===== src/rtl/oflow_fsm_read_pkg.sv =====
// oflow_fsm_read_pkg: shared widths, history limit, state enum and frame search helper for the oflow read FSM.
package oflow_fsm_read_pkg;
  localparam int TOTAL_FRAME_NUM_WIDTH = 8;
  localparam int NUM_OF_HISTORY_FRAMES_WIDTH = 3;
  localparam int ADDR_WIDTH = 8;
  localparam int OFFSET_WIDTH = 8;
  localparam int MAX_HISTORY = 5;
  typedef enum logic [1:0] {IDLE, READ, DONE} state_t;
  typedef logic [TOTAL_FRAME_NUM_WIDTH-1:0] frame_t;
  typedef logic [NUM_OF_HISTORY_FRAMES_WIDTH-1:0] idx_t;
  typedef logic [ADDR_WIDTH-1:0] addr_t;
  typedef logic [OFFSET_WIDTH-1:0] off_t;
  typedef logic [OFFSET_WIDTH:0] wide_t;
  typedef logic [MAX_HISTORY-1:0][ADDR_WIDTH-1:0] ptrs_t;
  // Lowest non-empty frame index in [from, h); MAX_HISTORY when none is left.
  function automatic idx_t next_frame(ptrs_t ptrs, idx_t h, idx_t from);
    idx_t r;
    r = idx_t'(MAX_HISTORY);
    for (int j = MAX_HISTORY - 1; j >= 0; j--)
      if (idx_t'(j) >= from && idx_t'(j) < h && ptrs[j] != '0) r = idx_t'(j);
    return r;
  endfunction
endpackage


===== src/rtl/oflow_fsm_read_if.sv =====
// oflow_fsm_read_if: start/ready handshake, sweep configuration and line outputs of the oflow read FSM.
interface oflow_fsm_read_if;
  import oflow_fsm_read_pkg::*;
  frame_t frame_num;
  idx_t num_of_history_frames;
  ptrs_t end_pointers;
  logic start_read;
  logic similarity_metric_flag_ready_to_read_new_line;
  logic done_read;
  frame_t frame_to_read;
  off_t offset_0;
  off_t offset_1;
  modport master (
    output frame_num, num_of_history_frames, end_pointers, start_read,
    output similarity_metric_flag_ready_to_read_new_line,
    input done_read, frame_to_read, offset_0, offset_1
  );
  modport slave (
    input frame_num, num_of_history_frames, end_pointers, start_read,
    input similarity_metric_flag_ready_to_read_new_line,
    output done_read, frame_to_read, offset_0, offset_1
  );
endinterface


===== src/rtl/oflow_fsm_read.sv =====
// oflow_fsm_read: walks latched history frames newest-first, two bbox offsets per line, advancing on ready.
// Define OFLOW_FSM_READ_HISTORY_CLAMP_EN to stop the sweep at frame 0 instead of wrapping frame numbers.
module oflow_fsm_read
  import oflow_fsm_read_pkg::*;
(
  input logic clk,
  input logic reset_N,
  oflow_fsm_read_if.slave bus
);
  state_t state;
  logic load, done, more;
  frame_t fn, ftr;
  idx_t h, h_lim, h_in, k, cand_k;
  ptrs_t ep;
  off_t off0, off1;
  wide_t nxt_o, cur_n;
  assign h_lim = (bus.num_of_history_frames > idx_t'(MAX_HISTORY)) ? idx_t'(MAX_HISTORY) : bus.num_of_history_frames;
`ifdef OFLOW_FSM_READ_HISTORY_CLAMP_EN
  assign h_in = (bus.frame_num < frame_t'(h_lim)) ? idx_t'(bus.frame_num) : h_lim;
`else
  assign h_in = h_lim;
`endif
  assign cur_n = wide_t'(ep[k]);
  assign nxt_o = wide_t'(off0) + wide_t'(2);
  assign more = nxt_o < cur_n;
  // The load cycle after start searches from frame 0; afterwards from the frame after the current one.
  assign cand_k = next_frame(ep, h, load ? idx_t'(0) : k + idx_t'(1));
  assign bus.done_read = done;
  assign bus.frame_to_read = ftr;
  assign bus.offset_0 = off0;
  assign bus.offset_1 = off1;
  always_ff @(posedge clk or posedge reset_N)
    if (reset_N) begin
      state <= IDLE;
      load <= 1'b0;
      done <= 1'b0;
      fn <= '0;
      h <= '0;
      k <= '0;
      ep <= '0;
      ftr <= '0;
      off0 <= '0;
      off1 <= '0;
    end else begin
      case (state)
        IDLE: if (bus.start_read) begin
          state <= READ;
          load <= 1'b1;
          fn <= bus.frame_num;
          h <= h_in;
          ep <= bus.end_pointers;
        end
        READ: if (load || bus.similarity_metric_flag_ready_to_read_new_line) begin
          load <= 1'b0;
          if (!load && more) begin
            off0 <= off_t'(nxt_o);
            off1 <= (nxt_o + wide_t'(1) < cur_n) ? off_t'(nxt_o + wide_t'(1)) : off_t'(nxt_o);
          end else if (cand_k != idx_t'(MAX_HISTORY)) begin
            k <= cand_k;
            ftr <= fn - frame_t'(1) - frame_t'(cand_k);
            off0 <= '0;
            off1 <= off_t'(ep[cand_k] > addr_t'(1));
          end else begin
            state <= DONE;
            done <= 1'b1;
            ftr <= '0;
            off0 <= '0;
            off1 <= '0;
          end
        end
        DONE: begin
          state <= IDLE;
          done <= 1'b0;
        end
        default: state <= IDLE;
      endcase
    end
endmodule


===== src/flat_wrapper.sv =====
// flat-port wrapper written by rule: the top's interface ports become plain ports
module oflow_fsm_read_flat import oflow_fsm_read_pkg::*;
  (clk, reset_N, bus_frame_num, bus_num_of_history_frames, bus_end_pointers, bus_start_read, bus_similarity_metric_flag_ready_to_read_new_line, bus_done_read, bus_frame_to_read, bus_offset_0, bus_offset_1);
  oflow_fsm_read_if bus_i ();
  input logic clk;
  input logic reset_N;
  input wire logic [$bits(bus_i.frame_num)-1:0] bus_frame_num;
  input wire logic [$bits(bus_i.num_of_history_frames)-1:0] bus_num_of_history_frames;
  input wire logic [$bits(bus_i.end_pointers)-1:0] bus_end_pointers;
  input wire logic [$bits(bus_i.start_read)-1:0] bus_start_read;
  input wire logic [$bits(bus_i.similarity_metric_flag_ready_to_read_new_line)-1:0] bus_similarity_metric_flag_ready_to_read_new_line;
  output wire logic [$bits(bus_i.done_read)-1:0] bus_done_read;
  output wire logic [$bits(bus_i.frame_to_read)-1:0] bus_frame_to_read;
  output wire logic [$bits(bus_i.offset_0)-1:0] bus_offset_0;
  output wire logic [$bits(bus_i.offset_1)-1:0] bus_offset_1;
  assign bus_i.frame_num = bus_frame_num;
  assign bus_i.num_of_history_frames = bus_num_of_history_frames;
  assign bus_i.end_pointers = bus_end_pointers;
  assign bus_i.start_read = bus_start_read;
  assign bus_i.similarity_metric_flag_ready_to_read_new_line = bus_similarity_metric_flag_ready_to_read_new_line;
  assign bus_done_read = bus_i.done_read;
  assign bus_frame_to_read = bus_i.frame_to_read;
  assign bus_offset_0 = bus_i.offset_0;
  assign bus_offset_1 = bus_i.offset_1;
  oflow_fsm_read u_core (.clk(clk), .reset_N(reset_N), .bus(bus_i));
endmodule

===== config.mk =====
export PLATFORM = sky130hd
export DESIGN_NAME = oflow_fsm_read_flat
export DESIGN_NICKNAME = d
export VERILOG_FILES = /design/src/rtl/oflow_fsm_read_pkg.sv /design/src/rtl/oflow_fsm_read_if.sv /design/src/rtl/oflow_fsm_read.sv /design/src/flat_wrapper.sv
export SDC_FILE = /design/constraint.sdc
export NUM_CORES = 1
export LEC_CHECK = 0
export BUFFER_PORTS_ARGS = -buffer_cell sky130_fd_sc_hd__buf_2
export CORE_ASPECT_RATIO = 1.75
export CORE_MARGIN = 1
export CORE_UTILIZATION = 60
export DETAILED_ROUTE_END_ITERATION = 10
export PLACE_DENSITY = 0.85
export SYNTH_ARGS = -nofsm -noshare
export SYNTH_HDL_FRONTEND = slang
export SYNTH_SLANG_ARGS = --single-unit

===== constraint.sdc =====
create_clock -name clk -period 7.4 [get_ports clk]
set_input_delay 0.37 -clock clk [delete_from_list [all_inputs] [get_ports clk]]
set_output_delay 0.37 -clock clk [all_outputs]
set_load 0.005 [all_outputs]

==> qor.yml, run 1 <==
rsz0062_at_grt: "false"
synth-edff-count: 0
netlist_instances: 380
detail_route.first_pass.iterations: 6
status: "completed"
syn_nets: 455
placement.io_buffers: 78
dominantRegCellSynth: "dfrtp_1"
cts.sinks: 81
cp_max_fo: 14
rows: 40
ys_seq_area_frac: 0.473
grt_max_degree: 82
routed_wirelength_um: 9680
gp_congestion: 0.904
via_per_inst: 5.96
slew_violations: 0
p_leak_nw: 2.35
drive_gt1_frac: 0.346
setup_tns_ns: 0
coreArea_mm2: 0.00691
drt_iter0_markers: 224
yosysWarningCount: 0
hold_buffers: 0
syn_area_mm2: 0.00428
cp-end-kind: "register"
cts-root-buf: "clkbuf_16"
ctsResizeCount: 0
relSlewSlack: 0.342
worstMarginPinSlew_ns: 0.987
hold_viol_final: 0
wl_per_cell_um: 17.8
cts_buffers: 9
grt_antenna_before_repair: 0
skew_ns: 0.00638
grt_overflow: 0
drc: 0
die-height_um: 114
htreeDepth: 3
start_util: 0.620
cts_tree: "yes"
required_ns: 7.64
cts_setup_buffers: 0
routed-via-count: 3242
ys_types: 52
clk_latency_ns: 0.34
final_cell_mix: "dfrtp_1 (81), buf_2 (78), mux2_2 (48), nand2_1 (42), o21ai_0 (23)"
nets: 530
die_w_um: 65.9
io_pins: 80
ant_nets: 0
syn2layout_area_growth_pct: 17.8
dieArea_mm2: 0.00749
dp_hpwl_um: 7270
grtUsageTotal: 0.290
period_minus_slack_ns: 3.89
final_common_cell: "dfrtp_1"
whs_ns: 0.253
path_clk_slew_ns: 0.06
syn-mean-instance-area_um2: 11.3
hold_class: "in -> reg"
peakVddDrop_mv: 0.312
finalCritPeriodShare: 0.525
antenna_cells: 0
crit_arrival_ns: 4.13
setup_viol: 0
async_reset_ff_frac: 1.00
ys_seq_elements: 81
first_global_vias: 3373
cts_buffer_depth: 2
start_kind: "register"
maxCapViolCount: 0
clock.fmax_mhz: 257
path_class: "reg -> reg"
cellPowerDensity_mw_per_mm2: 483
grt_pass1_wl_um: 15900
critical path, stage by stage (launching register included):
cell and delay [ns]:
dfrtp_1 0.76, ha_1 0.32, xnor2_1 0.17, o21ai_0 0.13, a21oi_1 0.43, o311a_1 0.26
inv_2 0.07, ha_1 0.23, fa_1 0.47, a211oi_1 0.45, nand2_1 0.13, xor2_1 0.16
o31ai_1 0.19
cell type report:
class	count	area (µm²)
Sequential cell	81	2030
Clock buffer	14	274
Multi-Input combinational cell	266	2130
Tap cell	84	105
Inverter	16	61.3
Clock inverter	2	35.0
Timing Repair Buffer	81	413
Fill cell	499	1860
cell usage after synthesis (6+ instances only):
cell | number | area (µm²)
nor2_1 | 12 | 45.0
o31ai_1 | 7 | 52.6
nand2_1 | 42 | 158
xnor2_1 | 9 | 78.8
mux2_2 | 48 | 541
ha_1 | 19 | 238
a22oi_1 | 7 | 52.6
inv_1 | 14 | 52.6
o21ai_0 | 24 | 120
xor2_1 | 8 | 70.1
dfrtp_1 | 81 | 2030
nand2b_1 | 6 | 37.5
a21oi_1 | 8 | 40.0
mux4_2 | 8 | 180
clkbuf_1 | 14 | 52.6
flip-flops by register name (all words and copies together) (netlist names):
register	count
u_core.h	3
u_core.state	2
u_core.load	1
u_core.k	3
u_core.bus.offset_1	8
u_core.bus.offset_0	7
u_core.ep	40
u_core.bus.frame_to_read	8
u_core.bus.done_read	1
u_core.fn	8
power breakdown:
| part | internal [mW] | switching [mW] |
|---|---|---|
| Combinational | 0.546 | 0.578 |
| Clock | 0.289 | 0.171 |
| Sequential | 0.642 | 0.212 |
final timing paths:
| kind | start | to | slack, ns | cells past startpoint |
|---|---|---|---|---|
| max in group asynchronous | reset_N | u_core.ep[1]$_DFFE_PP0P_ | 6.43 | 3 |
| min in group asynchronous | reset_N | u_core.bus.frame_to_read[5]$_DFFE_PP0P_ | 0.32 | 3 |
| max reg2reg | u_core.k[0]$_DFFE_PP0P_ | u_core.bus.frame_to_read[6]$_DFFE_PP0P_ | 3.51 | 12 |
| min | bus_end_pointers[24] | u_core.ep[24]$_DFFE_PP0P_ | 0.25 | 3 |
| max | u_core.k[0]$_DFFE_PP0P_ | u_core.bus.frame_to_read[6]$_DFFE_PP0P_ | 3.51 | 12 |
| min reg2reg | u_core.bus.offset_1[4]$_DFFE_PP0P_ | u_core.bus.offset_1[4]$_DFFE_PP0P_ | 0.47 | 2 |
cell families after synthesis:
kind of cell,share of synthesized area
mux,0.168
buf+inv,0.0304
simple gates,0.111
other cells,0.000876
xor+xnor,0.0348
compound gates,0.121
flops,0.473
fa+ha+maj,0.0602
metrics by stage:
stage	total power [mW]	util	worst slack, ns	cell area, µm²	instances
2_1_floorplan	1.65	-	4.30	4280	380
3_3_place_gp	1.93	0.686	3.55	4740	528
3_5_place_dp	1.98	0.686	3.50	4740	528
4_1_cts	2.45	0.731	3.49	5050	544
5_1_grt	2.61	0.731	3.14	5050	544
6_report	2.44	0.731	3.51	5050	544
routing by layer:
layer | GRT usage | wire length (µm)
met5 | 0 | 0
met4 | 0.212 | 585
met3 | 0.0480 | 328
met2 | 0.500 | 5260
met1 | 0.309 | 3510
Power figures use the tool's default switching activity.
==> inputs of run 2 (changes only) <==
--- a/config.mk
+++ b/config.mk
@@ -8,9 +8,9 @@
 export BUFFER_PORTS_ARGS = -buffer_cell sky130_fd_sc_hd__buf_2
 export CORE_ASPECT_RATIO = 1.75
 export CORE_MARGIN = 1
-export CORE_UTILIZATION = 60
+export CORE_UTILIZATION = 56
 export DETAILED_ROUTE_END_ITERATION = 10
-export PLACE_DENSITY = 0.85
+export PLACE_DENSITY = 0.8
 export SYNTH_ARGS = -nofsm -noshare
 export SYNTH_HDL_FRONTEND = slang
 export SYNTH_SLANG_ARGS = --single-unit
==> constraint.sdc (replaced) <==
create_clock -name clk -period 3.65 [get_ports clk]
set_input_delay 0.1825 -clock clk [delete_from_list [all_inputs] [get_ports clk]]
set_output_delay 0.1825 -clock clk [all_outputs]
set_load 0.005 [all_outputs]
==> run 2 against run 1 <==
The run now ends with hold timing left. Sequential cell count is the same. Clock skew grew 0.0010 ns. Register-to-register slack lost 3.2 ns. Fmax grew 16%. Die area grew 7.0%. Critical path depth is the same. Global-route usage shrank 3.0 points. Hold slack lost 0.28 ns. Largest cell class unchanged.
==> qor.yml, run 2 (synthesis results as in run 1) <==
setup_viol: 0  # unchanged
grt_pass1_wl_um: 15400  # was 15900 µm
period_minus_slack_ns: 3.35  # was 3.89 ns
start_util: 0.588  # was 0.620
dp_cells: 537  # was 528
path_clk_slew_ns: 0.06  # about the same
dp_slack_ns: 0.242  # was 3.50 ns
coreArea_mm2: 0.00728  # was 0.00691 mm²
worst_slack_ns: 0.300  # was 3.51 ns
cts_buffer_depth: 2  # unchanged
syn2layout_area_growth_pct: 18.9  # was 17.8%
placement.io_buffers: 78  # unchanged
regMostFlops: "u_core.ep"  # unchanged
cp-end-kind: "register"  # unchanged
grt_max_degree: 56  # was 82
grtUsageTotal: 0.260  # was 0.290
required_ns: 3.89  # was 7.64 ns
first_global_vias: 3281  # was 3373
final_cell_count_no_fill: 552  # was 544
nets: 537  # was 530
slew_violations: 0  # unchanged
cts-root-buf: "clkbuf_16"  # unchanged
drc: 0  # unchanged
antenna_cells: 0  # unchanged
detail_route.first_pass.iterations: 5  # was 6
p_leak_nw: 2.38  # was 2.35 nW
status: "finished with violations"  # was completed
violations: "hold timing"
maxCapViolCount: 0  # unchanged
cellPowerDensity_mw_per_mm2: 965  # was 483 mW/mm²
relSlewSlack: 0.500  # was 0.342
start_kind: "register"  # unchanged
dp_hpwl_um: 7090  # was 7270 µm
cts.sinks: 81  # unchanged
drive_gt1_frac: 0.358  # was 0.346
peakVddDrop_mv: 0.488  # was 0.312 mV
total_power_mw: 4.92  # was 2.44 mW
path_class: "reg -> reg"  # unchanged
dieArea_mm2: 0.00801  # was 0.00749 mm²
crit_arrival_ns: 3.59  # was 4.13 ns
clock.fmax_mhz: 299  # was 257 MHz
cts_tree: "yes"  # unchanged
worstMarginPinSlew_ns: 0.749  # was 0.987 ns
htreeDepth: 3  # unchanged
hold_buffers: 0  # unchanged
rows: 41  # was 40
post-route-util: 0.699  # was 0.731
die-height_um: 118  # was 114 µm
gp_congestion: 0.913  # was 0.904
hold_class: "in -> async"  # was in -> reg
cts_buffers: 9  # unchanged
io_pins: 80  # unchanged
drt_iter0_markers: 193  # was 224
largest_register_ffs: 40  # unchanged
cp_max_fo: 6  # was 14
skew_ns: 0.00742  # was 0.00638 ns
fill_cells: 552  # was 499
ant_nets: 0  # unchanged
grt_overflow: 0  # unchanged
final_cell_mix: "dfrtp_1 (81), buf_2 (78), mux2_2 (48), nand2_1 (42), o21ai_0 (23)"  # unchanged
final_common_cell: "dfrtp_1"  # unchanged
ctsResizeCount: 0  # unchanged
cts_setup_buffers: 0  # unchanged
routed_wirelength_um: 9340  # was 9680 µm
wl_per_cell_um: 16.9  # was 17.8 µm
clk_latency_ns: 0.33  # was 0.34 ns
via_per_inst: 5.90  # was 5.96
hold_viol_final: 36  # was 0
whs_ns: -0.0249  # was 0.253 ns
routed-via-count: 3257  # was 3242
die_w_um: 68.1  # was 65.9 µm
grt_antenna_before_repair: 0  # unchanged
setup_tns_ns: 0  # unchanged
rsz0062_at_grt: "false"  # unchanged
finalCritPeriodShare: 0.918  # was 0.525
## run 2: per-layer routing
| metal | global-route usage | wire (µm) | vias to the layer above |
|---|---|---|---|
| li1 | - | - | 1544 |
| met1 | 0.295 | 3550 | 1578 |
| met2 | 0.421 | 4970 | 102 |
| met3 | 0.0465 | 344 | 33 |
| met4 | 0.182 | 476 | 0 |
| met5 | 0 | 0 | - |
## run 2: per-stage QoR
stage / instance area [µm²] / hold WS [ns]
global placement: 4790 / 0.339
floorplan: 4280 / 0.299
CTS: 5090 / 0.00552
detailed placement: 4790 / 0.357
global route: 5090 / 0.0453
finish: 5090 / -0.0249
## run 2: path summary, 6_finish.rpt
path,start,endpoint,slack [ns],cells after the start
max in group asynchronous,reset_N,u_core.ep[28]$_DFFE_PP0P_,2.64,3
min in group clk,bus_end_pointers[24],u_core.ep[24]$_DFFE_PP0P_,0.08,3
worst min register to register,u_core.bus.frame_to_read[3]$_DFFE_PP0P_,u_core.bus.frame_to_read[3]$_DFFE_PP0P_,0.47,2
worst min-delay path,reset_N,u_core.bus.frame_to_read[3]$_DFFE_PP0P_,-0.02,2
worst max register to register,u_core.k[0]$_DFFE_PP0P_,u_core.bus.frame_to_read[6]$_DFFE_PP0P_,0.30,12
worst max-delay path,u_core.k[0]$_DFFE_PP0P_,u_core.bus.frame_to_read[6]$_DFFE_PP0P_,0.30,12
## run 2: layout make-up
type                            instances  area, µm²  share of cell area
Sequential cell                        81       2030               0.398
Clock inverter                          3       40.0             0.00786
Tap cell                               86        108              0.0211
Timing Repair Buffer                   88        465              0.0914
Clock buffer                           12        256              0.0504
Multi-Input combinational cell        266       2140               0.419
Inverter                               16       60.1              0.0118
## run 2: where the power goes
part / switching [mW] / internal, mW
registers: 0.399 / 1.30
clock network: 0.333 / 0.561
logic: 1.17 / 1.15
total: 1.90 / 3.01
## run 2: critical path: stages, from the launching register on
cell and delay (ns):
dfrtp_1 0.50, ha_1 0.26, xor2_1 0.27, a31oi_1 0.12, o21ai_0 0.25, o311a_1 0.27, inv_2 0.07, ha_1 0.23
fa_1 0.47, a211oi_1 0.35, nand2_1 0.11, xor2_1 0.15, o31ai_1 0.20
==> inputs of run 3 (changes only) <==
--- a/config.mk
+++ b/config.mk
@@ -11,6 +11,7 @@
 export CORE_UTILIZATION = 56
 export DETAILED_ROUTE_END_ITERATION = 10
 export PLACE_DENSITY = 0.8
+export SKIP_LAST_GASP = 1
 export SYNTH_ARGS = -nofsm -noshare
 export SYNTH_HDL_FRONTEND = slang
 export SYNTH_SLANG_ARGS = --single-unit
==> constraint.sdc (replaced) <==
create_clock -name clk -period 3.85 [get_ports clk]
set_input_delay 0.1925 -clock clk [delete_from_list [all_inputs] [get_ports clk]]
set_output_delay 0.1925 -clock clk [all_outputs]
set_load 0.005 [all_outputs]
==> run 3 against run 2 <==
Critical path depth fell by 1. Largest power group unchanged. First-iteration DRC count shrank 26%. Clock power shrank 6.7%. Sequential cell count unchanged. Clock skew shrank 0.0029 ns. Core utilization barely moved. Combinational power down 3%. The run now ends clean. Wire length rose by 2.3%. Critical path type unchanged. Via count shrank 0.21%. Sequential power down 6%.
==> qor.yml, run 3 (synthesis results as in run 1) <==
status: "completed"  # was finished with violations
crit_arrival_ns: 3.67  # was 3.59 ns
final_cell_count_no_fill: 554  # was 552
hold-path-cell-count: 3
clk_latency_ns: 0.33  # about the same
total_power_mw: 4.69  # was 4.92 mW
finalCritPeriodShare: 0.892  # was 0.918
relSlewSlack: 0.563  # was 0.500
cp_max_fo: 4  # was 6
cp-end-kind: "register"  # unchanged
p_leak_nw: 2.38  # about the same
start_util: 0.588  # unchanged
slew_violations: 0  # unchanged
cts_buffer_depth: 2  # unchanged
wl_per_cell_um: 17.3  # was 16.9 µm
rows: 41  # unchanged
peakVddDrop_mv: 0.484  # was 0.488 mV
post-route-util: 0.699  # about the same
whs_ns: 0.0675  # was -0.0249 ns
hold_viol_final: 0  # was 36
dieArea_mm2: 0.00801  # unchanged
grt_antenna_before_repair: 0  # unchanged
grt_max_degree: 56  # unchanged
first_global_vias: 3453  # was 3281
ctsResizeCount: 0  # unchanged
drc: 0  # unchanged
start_kind: "register"  # unchanged
routed_wirelength_um: 9560  # was 9340 µm
io_pins: 80  # unchanged
cellPowerDensity_mw_per_mm2: 921  # was 965 mW/mm²
final_common_cell: "dfrtp_1"  # unchanged
cts-root-buf: "clkbuf_16"  # unchanged
hold_class: "in -> reg"  # was in -> async
rsz0062_at_grt: "false"  # unchanged
htreeDepth: 3  # unchanged
maxCapViolCount: 0  # unchanged
largest_register_ffs: 40  # unchanged
regMostFlops: "u_core.ep"  # unchanged
hold_buffers: 1  # was 0
required_ns: 4.09  # was 3.89 ns
ant_nets: 0  # unchanged
worstMarginPinSlew_ns: 0.656  # was 0.749 ns
cts.sinks: 81  # unchanged
syn2layout_area_growth_pct: 18.9  # about the same
via_per_inst: 5.87  # was 5.90
final_cell_mix: "dfrtp_1 (81), buf_2 (78), mux2_2 (48), nand2_1 (42), o21ai_0 (23)"  # unchanged
skew_ns: 0.00449  # was 0.00742 ns
cts_setup_buffers: 0  # unchanged
setup_viol: 0  # unchanged
detail_route.first_pass.iterations: 4  # was 5
antenna_cells: 0  # unchanged
path_clk_slew_ns: 0.06  # about the same
clock.fmax_mhz: 291  # was 299 MHz
coreArea_mm2: 0.00728  # unchanged
drive_gt1_frac: 0.353  # was 0.358
grt_overflow: 0  # unchanged
gp_congestion: 0.927  # was 0.913
dp_cells: 537  # unchanged
die_w_um: 68.1  # unchanged
nets: 538  # was 537
grt_pass1_wl_um: 16100  # was 15400 µm
fill_cells: 573  # was 552
cts_tree: "yes"  # unchanged
dp_hpwl_um: 7390  # was 7090 µm
setup_tns_ns: 0  # unchanged
ff2ff_path_depth: 11  # was 12
placement.io_buffers: 78  # unchanged
period_minus_slack_ns: 3.43  # was 3.35 ns
grtUsageTotal: 0.272  # was 0.260
drt_iter0_markers: 143  # was 193
path_class: "reg -> reg"  # unchanged
die-height_um: 118  # unchanged
routed-via-count: 3250  # was 3257
cts_buffers: 9  # unchanged
## run 3: cell type report
type | instances | area, µm² | share of cell area
clock buffer | 13 | 250 | 0.0492
clock inverter | 3 | 40.0 | 0.00786
inverter | 16 | 60.1 | 0.0118
multi-input combinational | 266 | 2130 | 0.419
sequential | 81 | 2030 | 0.398
tap | 86 | 108 | 0.0211
timing repair buffer | 89 | 475 | 0.0934
## run 3: report_power, final
group	total (mW)	leakage, nW	switching, mW	internal, mW
Sequential	1.60	0.991	0.363	1.24
Combinational	2.26	1.25	1.15	1.10
Clock	0.834	0.144	0.316	0.518
Total	4.69	2.38	1.83	2.86
## run 3: through the flow
stage | setup slack (ns) | cell area, µm²
global route | 0.120 | 5090
floorplan | 0.745 | 4280
CTS | 0.453 | 5090
finish | 0.417 | 5090
global placement | 0.574 | 4790
detailed placement | 0.487 | 4790
## run 3: final timing paths
| check | start | endpoint | slack, ns |
|---|---|---|---|
| max | u_core.ep[7]$_DFFE_PP0P_ | u_core.bus.frame_to_read[6]$_DFFE_PP0P_ | 0.42 |
| min | bus_end_pointers[24] | u_core.ep[24]$_DFFE_PP0P_ | 0.07 |
| max reg2reg | u_core.ep[7]$_DFFE_PP0P_ | u_core.bus.frame_to_read[6]$_DFFE_PP0P_ | 0.42 |
| min reg2reg | u_core.bus.frame_to_read[6]$_DFFE_PP0P_ | u_core.bus.frame_to_read[6]$_DFFE_PP0P_ | 0.47 |
| max in group asynchronous | reset_N | u_core.ep[18]$_DFFE_PP0P_ | 2.76 |
| min in group asynchronous | reset_N | u_core.bus.frame_to_read[6]$_DFFE_PP0P_ | 0.35 |
## run 3: worst max-delay path, stage by stage (launching register included)
cell and delay (ns):
dfrtp_1 0.40, nor3_1 0.39, nand2_1 0.20, o2111ai_1 0.42, o311a_1 0.29, inv_2 0.06, ha_1 0.23, fa_1 0.48
a211oi_1 0.42, nand2_1 0.11, xor2_1 0.16, o31ai_1 0.17
## run 3: layer usage
| layer | track usage | up-vias | share of wire |
|---|---|---|---|
| met3 | 0.0620 | 37 | 0.042 |
| met2 | 0.450 | 99 | 0.55 |
| met1 | 0.295 | 1557 | 0.36 |
| met4 | 0.178 | 0 | 0.052 |
| met5 | 0 | - | 0 |
| li1 | - | 1557 | - |
